--- src/rtl/fifo_pkg.sv ---
// Shared sizing helpers and default thresholds for the stream FIFO.
package fifo_pkg;

  localparam int DEF_FIFO_DEPTH   = 10;
  localparam int DEF_FULL_MARGIN  = 2;
  localparam int DEF_ALMOST_EMPTY = 2;

  // Bits needed to hold an occupancy of 0..depth.
  function automatic int cnt_width(input int depth);
    return $clog2(depth + 1);
  endfunction

  // Bits needed to index 0..depth-1 (depth >= 2 keeps this at least 1).
  function automatic int ptr_width(input int depth);
    return $clog2(depth);
  endfunction

endpackage

--- src/rtl/fifo_ptr.sv ---
// Modulo-DEPTH pointer with a wrap bit that toggles each time it rolls over.
module fifo_ptr
  import fifo_pkg::*;
#(
  parameter int DEPTH = DEF_FIFO_DEPTH,
  localparam int AW = ptr_width(DEPTH)
) (
  input  logic          clk,
  input  logic          reset,
  input  logic          clr,
  input  logic          inc,
  output logic [AW-1:0] ptr,
  output logic          wrap
);

  localparam logic [AW-1:0] LAST = AW'(DEPTH - 1);

  always_ff @(posedge clk or posedge reset) begin
    if (reset) begin
      ptr  <= '0;
      wrap <= 1'b0;
    end else if (clr) begin
      ptr  <= '0;
      wrap <= 1'b0;
    end else if (inc) begin
      if (ptr == LAST) begin
        ptr  <= '0;
        wrap <= ~wrap;
      end else begin
        ptr <= ptr + 1'b1;
      end
    end
  end

endmodule

--- src/rtl/stream_fifo.sv ---
// Valid/ready synchronous FIFO of any depth >= 2 with exact count,
// programmable almost flags, synchronous flush and optional simultaneous full-I/O.
module stream_fifo
  import fifo_pkg::*;
#(
  parameter int C_DATA_WIDTH   = 64,
  parameter int C_FIFO_DEPTH   = DEF_FIFO_DEPTH,
  parameter int C_ALMOST_FULL  = C_FIFO_DEPTH - DEF_FULL_MARGIN,
  parameter int C_ALMOST_EMPTY = DEF_ALMOST_EMPTY,
  parameter bit C_USE_SIMUL_IO = 1'b0,
  localparam int CW = cnt_width(C_FIFO_DEPTH),
  localparam int AW = ptr_width(C_FIFO_DEPTH)
) (
  input  logic                    clk,
  input  logic                    reset,
  input  logic                    flush,
  input  logic                    write_valid,
  output logic                    write_ready,
  input  logic [C_DATA_WIDTH-1:0] write_data,
  output logic                    read_valid,
  input  logic                    read_ready,
  output logic [C_DATA_WIDTH-1:0] read_data,
  output logic [CW-1:0]           count,
  output logic                    full,
  output logic                    empty,
  output logic                    almost_full,
  output logic                    almost_empty
);

  localparam logic [CW-1:0] DEPTH_C = CW'(C_FIFO_DEPTH);
  localparam logic [CW-1:0] AF_TH   = CW'(C_ALMOST_FULL);
  localparam logic [CW-1:0] AE_TH   = CW'(C_ALMOST_EMPTY);

  logic [C_DATA_WIDTH-1:0] mem [C_FIFO_DEPTH];
  logic [AW-1:0] wp, rp;
  logic          w_wrap, r_wrap;
  logic          write_commit, read_commit;

  assign full         = (count == DEPTH_C);
  assign empty        = (count == '0);
  assign almost_full  = (count >= AF_TH);
  assign almost_empty = (count <= AE_TH);

  // flush masks both handshakes so nothing commits in a flush cycle.
  assign read_valid = !empty && !flush;
  generate
    if (C_USE_SIMUL_IO) begin : g_simul
      assign write_ready = (!full || read_ready) && !flush;
    end else begin : g_plain
      assign write_ready = !full && !flush;
    end
  endgenerate

  assign write_commit = write_valid && write_ready;
  assign read_commit  = read_valid && read_ready;
  assign read_data    = mem[rp];

  fifo_ptr #(.DEPTH(C_FIFO_DEPTH)) u_wr_ptr (
    .clk   (clk),
    .reset (reset),
    .clr   (flush),
    .inc   (write_commit),
    .ptr   (wp),
    .wrap  (w_wrap)
  );

  fifo_ptr #(.DEPTH(C_FIFO_DEPTH)) u_rd_ptr (
    .clk   (clk),
    .reset (reset),
    .clr   (flush),
    .inc   (read_commit),
    .ptr   (rp),
    .wrap  (r_wrap)
  );

  always_ff @(posedge clk) begin
    if (write_commit) mem[wp] <= write_data;
  end

  always_ff @(posedge clk or posedge reset) begin
    if (reset) begin
      count <= '0;
    end else if (flush) begin
      count <= '0;
    end else if (write_commit && !read_commit) begin
      count <= count + 1'b1;
    end else if (read_commit && !write_commit) begin
      count <= count - 1'b1;
    end
  end

  // Occupancy implied by the pointers; the count register must track it exactly.
  logic [CW-1:0] ptr_occ;
  always_comb begin
    ptr_occ = '0;
    if (w_wrap == r_wrap) ptr_occ = CW'(wp) - CW'(rp);
    else                  ptr_occ = DEPTH_C - CW'(rp) + CW'(wp);
  end

  a_count_matches_ptrs : assert property (@(posedge clk) disable iff (reset) count == ptr_occ);

endmodule

--- config.mk ---
export PLATFORM = sky130hd
export DESIGN_NAME = stream_fifo
export DESIGN_NICKNAME = d
export VERILOG_FILES = /design/src/rtl/fifo_pkg.sv /design/src/rtl/fifo_ptr.sv /design/src/rtl/stream_fifo.sv
export SDC_FILE = /design/constraint.sdc
export NUM_CORES = 1
export LEC_CHECK = 0
export CAP_MARGIN = 0
export CELL_PAD_IN_SITES_DETAIL_PLACEMENT = 0
export CELL_PAD_IN_SITES_GLOBAL_PLACEMENT = 1
export CORE_ASPECT_RATIO = 1.4
export CORE_MARGIN = 2
export CORE_UTILIZATION = 56
export DETAILED_ROUTE_END_ITERATION = 8
export PLACE_DENSITY = 0.81
export SKIP_LAST_GASP = 1
export SYNTH_ARGS = -nofsm -noshare
export SYNTH_HDL_FRONTEND = slang
export SYNTH_HIERARCHICAL = 1
export SYNTH_SLANG_ARGS = --single-unit
--- constraint.sdc ---
create_clock -name clk -period 16.3 [get_ports clk]
set_clock_uncertainty 0.05 [all_clocks]
set_input_delay 1.63 -clock clk [delete_from_list [all_inputs] [get_ports clk]]
set_output_delay 1.63 -clock clk [all_outputs]
set_load 0.005 [all_outputs]
== After elaboration in Yosys (flattened, before gate mapping) ==
Memories as Yosys holds them, arrays and structs flattened.
Index checks and enable logic that the tools add are counted.
Cells by class
  add/sub/neg operators: 4
  order comparisons: 2
  equality and inequality tests: 3
  mux-type cells: 11
  reductions and logical operators: 15
Operators with widths (number)
  $mux W4: 9
  $add A4 B1 Y4 const B: 3
  $eq A4 B4 Y1 const B: 3
  $logic_and A1 B1 Y1: 6
  $logic_not A1 Y1: 5
  $ge A4 B4 Y1 const B: 1
  $le A4 B2 Y1 const B: 1
  $logic_not A4 Y1: 1
  $reduce_bool A2 Y1: 2
  $sub A4 B1 Y4 const B: 1
  $reduce_bool A3 Y1: 1
  $mux W1: 2
Storage, ports and cells
  register bits: 12
  memory bits (writable): 640
  bits of input ports: 69
  output and inout bits: 74
  word-level logic and storage cells: 39
  memories kept: 1
Memory list
  mem: words 10, width 64, rd ports 1, clocked after memory_dff 0, wr ports 1, line stream_fifo.sv:34  | logic [C_DATA_WIDTH-1:0] mem [C_FIFO_DEPTH];

== Depth between registers and ports, before layout ==
Gate-level depths: netlist (run 1).
  depth after elaboration: 9
  mapped depth: 9
  depth with buffers taken out: 7

== By module ==
The synthesis (run 1) kept the hierarchy.
By module, submodules not included
  stream_fifo: times used 1, cells an instance 1152, area an instance 24458.5 um^2, sequential area each 19318.5 um^2
  fifo_ptr: times used 2, cells an instance 29, area an instance 285.3 um^2, sequential area each 125.1 um^2

== Least setup slack after synthesis (run 1) ==
Ideal clock, no wire load.
  kind: in2reg
  start: in flush
  end: mem mem[4][0], enable pin
  library setup time: 0.564 ns
  arrival: 6.741 ns
  data required time: 15.686 ns
  setup slack: 8.945 ns
  stages: 4
  buffers on the path: 0
  cell sequence: nand2b_1 -> nor2_1 -> nand3b_1 -> nor3_1
Between the ends
  cells in the longest elaborated chain, start to end: 5
RTL lines
  from (decl): line stream_fifo.sv:16  | input logic flush,
  $logic_not A1 Y1: line stream_fifo.sv:50  | assign write_ready = !full && !flush;
  $logic_and A1 B1 Y1: line stream_fifo.sv:50
  $logic_and A1 B1 Y1: line stream_fifo.sv:54  | assign write_commit = write_valid && write_ready;
  via write_commit: line stream_fifo.sv:37  | logic write_commit, read_commit;
  $mux W1: line stream_fifo.sv:77  | if (write_commit) mem[wp] <= write_data;
  $mux W1 (implied by the code): line stream_fifo.sv:77
  to (decl): line stream_fifo.sv:34
The timed path passes the listed nets, and every way through them passes these cells.

== Worst setup path in the final report (run 1) ==
  start: reg u_rd_ptr.ptr[1]
  end: out read_data[59]
Between the ends
  cells in the longest elaborated chain, start to end: 1
RTL lines
  from (decl): line fifo_ptr.sv:12  | output logic [AW-1:0] ptr,
  from (signal assigned): line fifo_ptr.sv:30  | ptr <= ptr + 1'b1;
  $mem_v2 Z10 W64
  to (decl): line stream_fifo.sv:22  | output logic [C_DATA_WIDTH-1:0] read_data,
No other way between the ends.

==> results of run 1 <==
## power breakdown
group | internal (uW) | switching (uW)
clock network | 724 | 571
registers | 1860 | 29.0
logic | 203 | 169
## per-layer routing
layer  up-vias  GRT usage (%)
met1      6345           28.6
met5         -              0
met4         4           5.39
met2       377           38.3
met3        59           3.24
li1       5263              -
## stage by stage
step	setup slack [ns]	hold WS [ns]
2_1_floorplan	8.98	0.505
3_3_place_gp	10.86	0.542
3_5_place_dp	10.77	0.560
4_1_cts	10.43	0.574
5_1_grt	10.35	0.598
6_report	10.49	0.580
## layout make-up
cell class	instances	share of cell area (%)
multi-input combinational	474	18.0
sequential	652	67.8
clock inverter	33	0.933
clock buffer	71	5.28
tap	558	2.42
inverter	9	0.117
timing repair buffer	163	5.52
## state kept, by name, indices dropped and copies added (netlist names)
name	flops
u_rd_ptr/ptr	4
u_wr_ptr/ptr	4
count	4
mem	640
## cell usage in the layout, fill, tap and decap left out, drive strengths merged, types with 2 or more instances in the layout
master,n
mux4,128
nand2b,71
nand4,3
clkdlybuf4s50,142
buf,21
inv,11
bufinv,4
and4b,2
a22oi,64
a21oi,9
a21boi,2
o21ai,5
edfxtp,640
clkinv,26
nand3b,8
clkbuf,71
or3b,2
nor2,12
or3,3
dfrtp,12
nand2,74
nor3,3
ha,6
o211ai,67
## worst min-delay path: stages, from the launching register on
cell	delay, ns
dfrtp_1	0.44
nand2_1	0.09
a21oi_1	0.06
## worst max-delay path by stage
stage	startpoint	to	cells past startpoint
floorplan	flush	mem[4][0]	4
global placement	flush	mem[2][32]	6
detailed placement	flush	mem[2][35]	6
CTS	u_rd_ptr/ptr[1]	read_data[60]	5
global route	u_rd_ptr/ptr[1]	read_data[60]	5
finish	u_rd_ptr/ptr[1]	read_data[59]	5
==> results.md, run 1 <==
* Clk sinks at ~650
* Crit-path leading delay family: buffers and inverters
* Required @ worst endpoint at between 10 and 15 ns
* Final setup violating endpoints at 0
* Synthesized area at 24900 um^2
* Placed cells at 1856
* TNS Setup at 0 ns
* FF/Latch Area at 19500 um^2
* Slew Viols, Final at 0
* Drt total wl at 48.8 mm
* Die Ht at 254 um
* Final hold viol count at 0
* Initial core utilization at a little under three fifths
* Root Driver: clkbuf_16
* DR iter-0 viols at between 1000 and 1500
* Vias in the first global route at around 12000
* RSZ-0062 raised after global routing: no
* Critical R2R Launch: count[0]
* Met3 WL at about 2.6 mm
* Gate Count Post-Synth at 1202
* Largest stage delay on the critical path at 1.12 ns
* CP cell instances: buf_4 > mux4_2 > a22oi_1 > nand2_1 > clkdlybuf4s50_1
* Hold_buf cts at 0
* Multi-input gate area at about 5200 um^2
* N_diodes at 0
* Worst slew pin tran at approximately 1.1 ns
* Reg2Reg Depth at 5
* Die Span X at approximately 180 um
* Crit path DAT at about 4.1 ns
* PostCTS Resize Cnt at 0
* DR top layer: met5
* Final Power at 3560 uW
* Final Cycle Share at 35.7%
* CP bufs+invs at 2
* Vias at 12000
* Die Area at between 40000 and 50000 um^2
* Area of placed instances at approximately 27000 um^2
* Mean post-synth cell area at just over 20 um^2
* Hold Path Depth at 2
* Vias per cell at about 6
* Kind of end point of the critical path: output pin
* Critical setup path kind: register to output pin
* FILL cells at approximately 2900
* PwrDens at 123 nW/um^2
* Overflow after GRT at 0
* CTS tree: done
* Worst min path class: register to register
* Synth-to-Final Area Change at 15.6%
* Crit path time final at between 5 and 6 ns
* CP max-delay cell: dfrtp_4
* GRT Util Overall at a little over a fifth
* Final Non-Filler Cells at slightly below 2000
* IO Port Bufs at between 100 and 150
* Initial antenna violation count at 2
* Core Area at between 40000 and 50000 um^2
* Post-route ant nets at 0
* DRT Pass-1 Iters at 5
* HPWL Detailed at 25.3 mm
* Fmax at about 170 MHz
* Relative slew slack at roughly 28%
* I/O Pins at about 140
* Nets at 1433
* Clock latency at the later pin of the worst-skew pair at 0.58 ns
* Max-cap violations at 0
* Routed WL per cell at 24.9 um
* Worst setup SP type: register
* CTS H-tree lvls at 2
* RD Place Congestion at 0.716
* Fin area at roughly 29000 um^2
* Cts bufs inserted at 57
* Largest fanout on the critical path at 69
* FP Rows at 91
* Number of post-CTS setup repair buffers at 0
* Residual DRC at 0
* WL met2 at approximately 26 mm
* Synth Warn # at 6
* CTS Buffer Depth at 3
* Largest net degree at the start of global routing at 150
* Status: finished, final reports clean
* Hold endpoint: u_wr_ptr/ptr[3]
* Syn Nets at about 1300
* First-pass GRT wire length at about 75 mm
* VDD IR max at 96.1 uV
* Share of layout cells above drive strength 1 at 17.9%
* Reg clk slew, reported paths at around 0.07 ns
* Reg2reg end: mem[2][35]
* M1 WL at ~19 mm
* R2R Setup Slk at between 10 and 15 ns
* Lkg Pwr at around 0.0090 uW
* Final core utilization at about two thirds
* Hold Path Origin: u_wr_ptr/ptr[3]
Note: power is estimated with default switching activity, not from simulation.
==> inputs of run 2 (changes only) <==
CORE_UTILIZATION = 52   (was 56)
PLACE_DENSITY = 0.76   (was 0.81)
clock period = 5.8 ns   (was 16.3 ns; I/O delays follow)
==> results.md, run 2 (same netlist as run 1, synthesis figures left out) <==
* Final Non-Filler Cells at between 2000 and 2500
* Most frequent cells in the layout: 640 x edfxtp_1, 142 x clkdlybuf4s50_1, 128 x mux4_2, 74 x nand2_1, 71 x nand2b_1
* Sw power at about 2200 uW
* FILL cells at between 3000 and 4000
* Share of layout cells above drive strength 1 at around 18%
* Drt total wl at about 49 mm
* N_diodes at 0
* Worst slew pin tran at 1.11 ns
* FP Rows at 94
* RD Place Congestion at 0.718
* First-pass GRT wire length at around 74 mm
* Max-cap violations at 0
* Required @ worst endpoint at 5.17 ns
* CP bufs+invs at 2
* Root Driver: clkbuf_16
* CP max-delay cell: dfrtp_4
* Fmax at between 200 and 250 MHz
* Initial antenna violation count at 1
* Overflow after GRT at 0
* Die Ht at approximately 260 um
* Met3 Usage GRT at under 10%
* Reg clk slew, reported paths at ~0.070 ns
* CTS H-tree lvls at 2
* Worst Hold Slack at roughly 0.19 ns
* TNS Setup at 0 ns
* Hold_buf cts at 0
* Die Span X at 189 um
* Critical setup path kind: register to output pin
* I/O Pins at 143
* Vias in the first global route at 12300
* GRT met2 Usage at between 30% and 40%
* GRT Util Overall at approximately 20%
* VDD IR max at 233 uV
* Worst min path class: primary input to asynchronous set/reset pin
* Relative slew slack at between 20% and 30%
* Final setup violating endpoints at 0
* IO Port Bufs at between 100 and 150
* Final hold viol count at 0
* Cts bufs inserted at 57
* Post-route ant nets at 0
* Initial core utilization at a little over half
* RSZ-0062 raised after global routing: no
* Met1 Use GR at 25.0%
* DR iter-0 viols at around 1000
* Comb pwr share at about a tenth
* Worst setup SP type: register
* Number of post-CTS setup repair buffers at 0
* Final core utilization at slightly above 60%
* GR peak layer: met2
* Lkg Pwr at ~0.009 uW
* Nets at about 1400
* PostCTS Resize Cnt at 0
* Commonest non-fill, non-tap cell in the layout: edfxtp_1
* Seq pwr share at a little over half
* Kind of end point of the critical path: output pin
* Core Area at approximately 47000 um^2
* Crit path DAT at between 3 and 4 ns
* Largest fanout on the critical path at between 90 and 100
* Status: finished, final reports clean
* R2R Setup Slk at between 2 and 2.5 ns
* Setup ws final at ~1.3 ns
* Crit path time final at 4.46 ns
* Vias at 11900
* Synth-to-Final Area Change at 16.3%
* CTS Buffer Depth at 3
* Largest net degree at the start of global routing at 96
* CTS tree: done
* Crit-path leading delay family: flip-flops
* Clk pwr share at a little over a third
* Net Sw Frac at 21.6%
* Die Area at just under 50000 um^2
* Residual DRC at 0
* Slew Viols, Final at 0
* Largest stage delay on the critical path at 1.00 ns
* DRT Pass-1 Iters at 5
* Clk sinks at about 650
* Routed WL per cell at 23.9 um
* PwrDens at 347 nW/um^2
* Final Cycle Share at roughly three quarters
* Largest Register: mem
* CP cell instances: buf_12 > mux4_2 > a22oi_1 > nand2_1 > clkdlybuf4s50_1
* Clock latency at the later pin of the worst-skew pair at about 0.58 ns
* Max reg flops at 640
* Cell-internal power at between 7000 and 8000 uW
* HPWL Detailed at 27.2 mm
* Place WS at between 1.5 and 2 ns
* Placed cells at about 1900
* Vias per cell at around 5.9
run 2: cell count changes in the layout (fill, tap and decap cells not counted), moves of 2 or more:
cell        previous run  this run
clkinv_2              15        10
clkbuf_16             59        57
clkbuf_1              12        10
nor3_4                 0         3
bufinv_16              4         6
clkinv_1              10        15
nor3_2                 3         0
clkinvlp_4             1         4
buf_12                 1         4
run 2: layout make-up:
class / instances / area [um^2] / share of cell area [%]
tap: 624 / 781 / 2.69
inverter: 9 / 33.8 / 0.117
sequential: 652 / 19500 / 67.4
timing repair buffer: 166 / 1650 / 5.70
multi-input combinational: 474 / 5200 / 17.9
clock inverter: 37 / 334 / 1.15
clock buffer: 67 / 1460 / 5.05
run 2: final timing paths:
kind,depth (start not counted),from,to
max in group asynchronous,2,reset,u_rd_ptr/ptr[3]
worst min-delay path,2,reset,u_rd_ptr/ptr[0]
min in group clk,2,u_wr_ptr/ptr[3],u_wr_ptr/ptr[3]
worst max-delay path,5,u_rd_ptr/ptr[0],read_data[30]
worst min register to register,2,u_wr_ptr/ptr[3],u_wr_ptr/ptr[3]
worst max register to register,5,count[0],mem[7][40]
run 2: per-stage QoR:
step	power (uW)	area (um^2)
floorplan	6020	25000
global placement	6490	27200
detailed placement	6510	27200
CTS	10200	29000
global route	10400	29000
finish	10000	29000
run 2: routing by layer:
metal | up-vias | wire (um)
met4 | 2 | 1160
li1 | 5277 | -
met5 | - | 13
met3 | 68 | 2060
met1 | 6246 | 18900
met2 | 286 | 26400
run 2: power groups by stage:
stage / clock network [uW] / logic [uW] / registers [uW]
after floorplan: 0 / 661 / 5360
after global placement: 0 / 1080 / 5420
after detailed placement: 0 / 1090 / 5420
after CTS: 3740 / 1090 / 5320
after global routing: 3900 / 1160 / 5330
final: 3660 / 1070 / 5320
==> inputs of run 3 (changes only) <==
CORE_UTILIZATION = 47   (was 52)
PLACE_DENSITY = 0.72   (was 0.76)
clock period = 4 ns   (was 5.8 ns; I/O delays follow)
==> results.md, run 3 (same netlist as run 1, synthesis figures left out) <==
* Status: finished, final reports clean
* Required @ worst endpoint at roughly 3.6 ns
* VDD IR max at ~430 uV
* Vias in the first global route at 12700
* RSZ-0062 raised after global routing: no
* CTS Buffer Depth at 3
* FP Rows at roughly 100
* Lkg Pwr at 0.00927 uW
* Post-route ant nets at 0
* Initial core utilization at 47.7%
* Largest Register: mem
* I/O Pins at 143
* Die Area at between 50000 and 60000 um^2
* Residual DRC at 0
* Commonest non-fill, non-tap cell in the layout: edfxtp_1
* Crit path time final at 3.64 ns
* Root Driver: clkbuf_16
* Core Area at 52300 um^2
* Final hold viol count at 0
* GRT Util Overall at roughly a fifth
* Largest net degree at the start of global routing at between 60 and 70
* Worst slew pin tran at 0.602 ns
* Vias per cell at about 5.6
* Drt total wl at 52.6 mm
* Synth-to-Final Area Change at 19.0%
* Nets at about 1500
* Max reg flops at 640
* Largest stage delay on the critical path at between 0.7 and 0.8 ns
* Vias at between 10000 and 15000
* CTS tree: done
* Fmax at around 270 MHz
* IO Port Bufs at about 140
* Initial antenna violation count at 3
* M1 WL at 21.4 mm
* CP max-delay cell: dfrtp_4
* Placed cells at 2024
* DRT Pass-1 Iters at 4
* Die Span X at between 150 and 200 um
* Setup ws final at roughly 0.36 ns
* PwrDens at approximately 510 nW/um^2
* WL met2 at between 20 and 30 mm
* Worst min path class: primary input to asynchronous set/reset pin
* Overflow after GRT at 0
* Place WS at 0.952 ns
* Final setup violating endpoints at 0
* CTS H-tree lvls at 2
* DR iter-0 viols at 743
* CP cell instances: buf_12 > buf_12 > mux4_2 > a22oi_1 > nand2_1 > clkdlybuf4s50_1
* Hold_buf cts at 0
* Die Ht at ~280 um
* RD Place Congestion at around 0.72
* Routed WL per cell at 24.6 um
* Critical setup path kind: register to output pin
* Reg clk slew, reported paths at approximately 0.060 ns
* Most frequent CP cell: buf_12
* First-pass GRT wire length at between 70 and 80 mm
* Met3 WL at between 2 and 2.5 mm
* Final Cycle Share at 91.1%
* Number of post-CTS setup repair buffers at 0
* Relative slew slack at around 60%
* HPWL Detailed at approximately 28 mm
* Most frequent cells in the layout: 640 x edfxtp_1, 142 x clkdlybuf4s50_1, 128 x mux4_2, 74 x nand2_1, 71 x nand2b_1
* Crit path DAT at ~3.2 ns
* Largest fanout on the critical path at 27
* Cts bufs inserted at 60
* Kind of end point of the critical path: output pin
* Worst setup SP type: register
* Clk sinks at between 600 and 700
* Clock latency at the later pin of the worst-skew pair at ~0.60 ns
* Slew Viols, Final at 0
* PostCTS Resize Cnt at 0
* DR top layer: met4
* Share of layout cells above drive strength 1 at just under 20%
* Final Non-Filler Cells at about 2100
* Max-cap violations at 0
-- run 3: area by class of cell --
class / count / area, um^2
diodes: 3 / 7.51
clock buffers: 71 / 1590
clock inverters: 39 / 433
fillers: 3956 / 22600
inverters: 9 / 33.8
multi-input cells: 474 / 5200
flip-flops and latches: 652 / 19500
well taps: 707 / 885
repair buffers: 182 / 2010
-- run 3: power by group --
part           internal, uW  total (uW)  switching (uW)
Sequential             7590        7690            95.9
Combinational           881        1610             730
Clock                  3400        5830            2430
-- run 3: worst paths after layout --
kind	from	to	slack, ns	cells past startpoint
setup / recovery	u_rd_ptr/ptr[0]	read_data[17]	0.36	6
hold / removal	reset	u_wr_ptr/ptr[3]	0.03	2
setup reg to reg	count[1]	count[3]	1.06	7
hold reg to reg	u_wr_ptr/ptr[3]	u_wr_ptr/ptr[3]	0.56	2
max in group asynchronous	reset	u_rd_ptr/ptr[1]	3.66	2
min in group clk	read_ready	count[3]	0.48	3
-- run 3: critical path: cells and delay by family, from the launching register on --
family,cells,cell delay [ns]
compound gates,1,0.19
flops,1,0.75
buf+inv,3,0.96
mux,1,0.53
simple gates,1,0.11
-- run 3: metal layers --
layer,global-route usage (%),vias to the layer above
li1,-,5335
met1,25.5,6411
met2,34.0,263
met3,3.29,63
met4,5.36,0
met5,0,-
-- run 3: metrics by stage --
step	hold slack, ns	util, %	power [uW]	setup TNS, ns	area (um^2)
6_report	0.0269	56.8	15100	0	29700
3_3_place_gp	0.547	52.9	9460	0	27700
4_1_cts	0.0133	56.8	15300	0	29700
2_1_floorplan	0.116	-	8730	-268.38	25000
5_1_grt	0.0339	56.8	15700	0	29700
3_5_place_dp	0.561	52.9	9480	0	27700
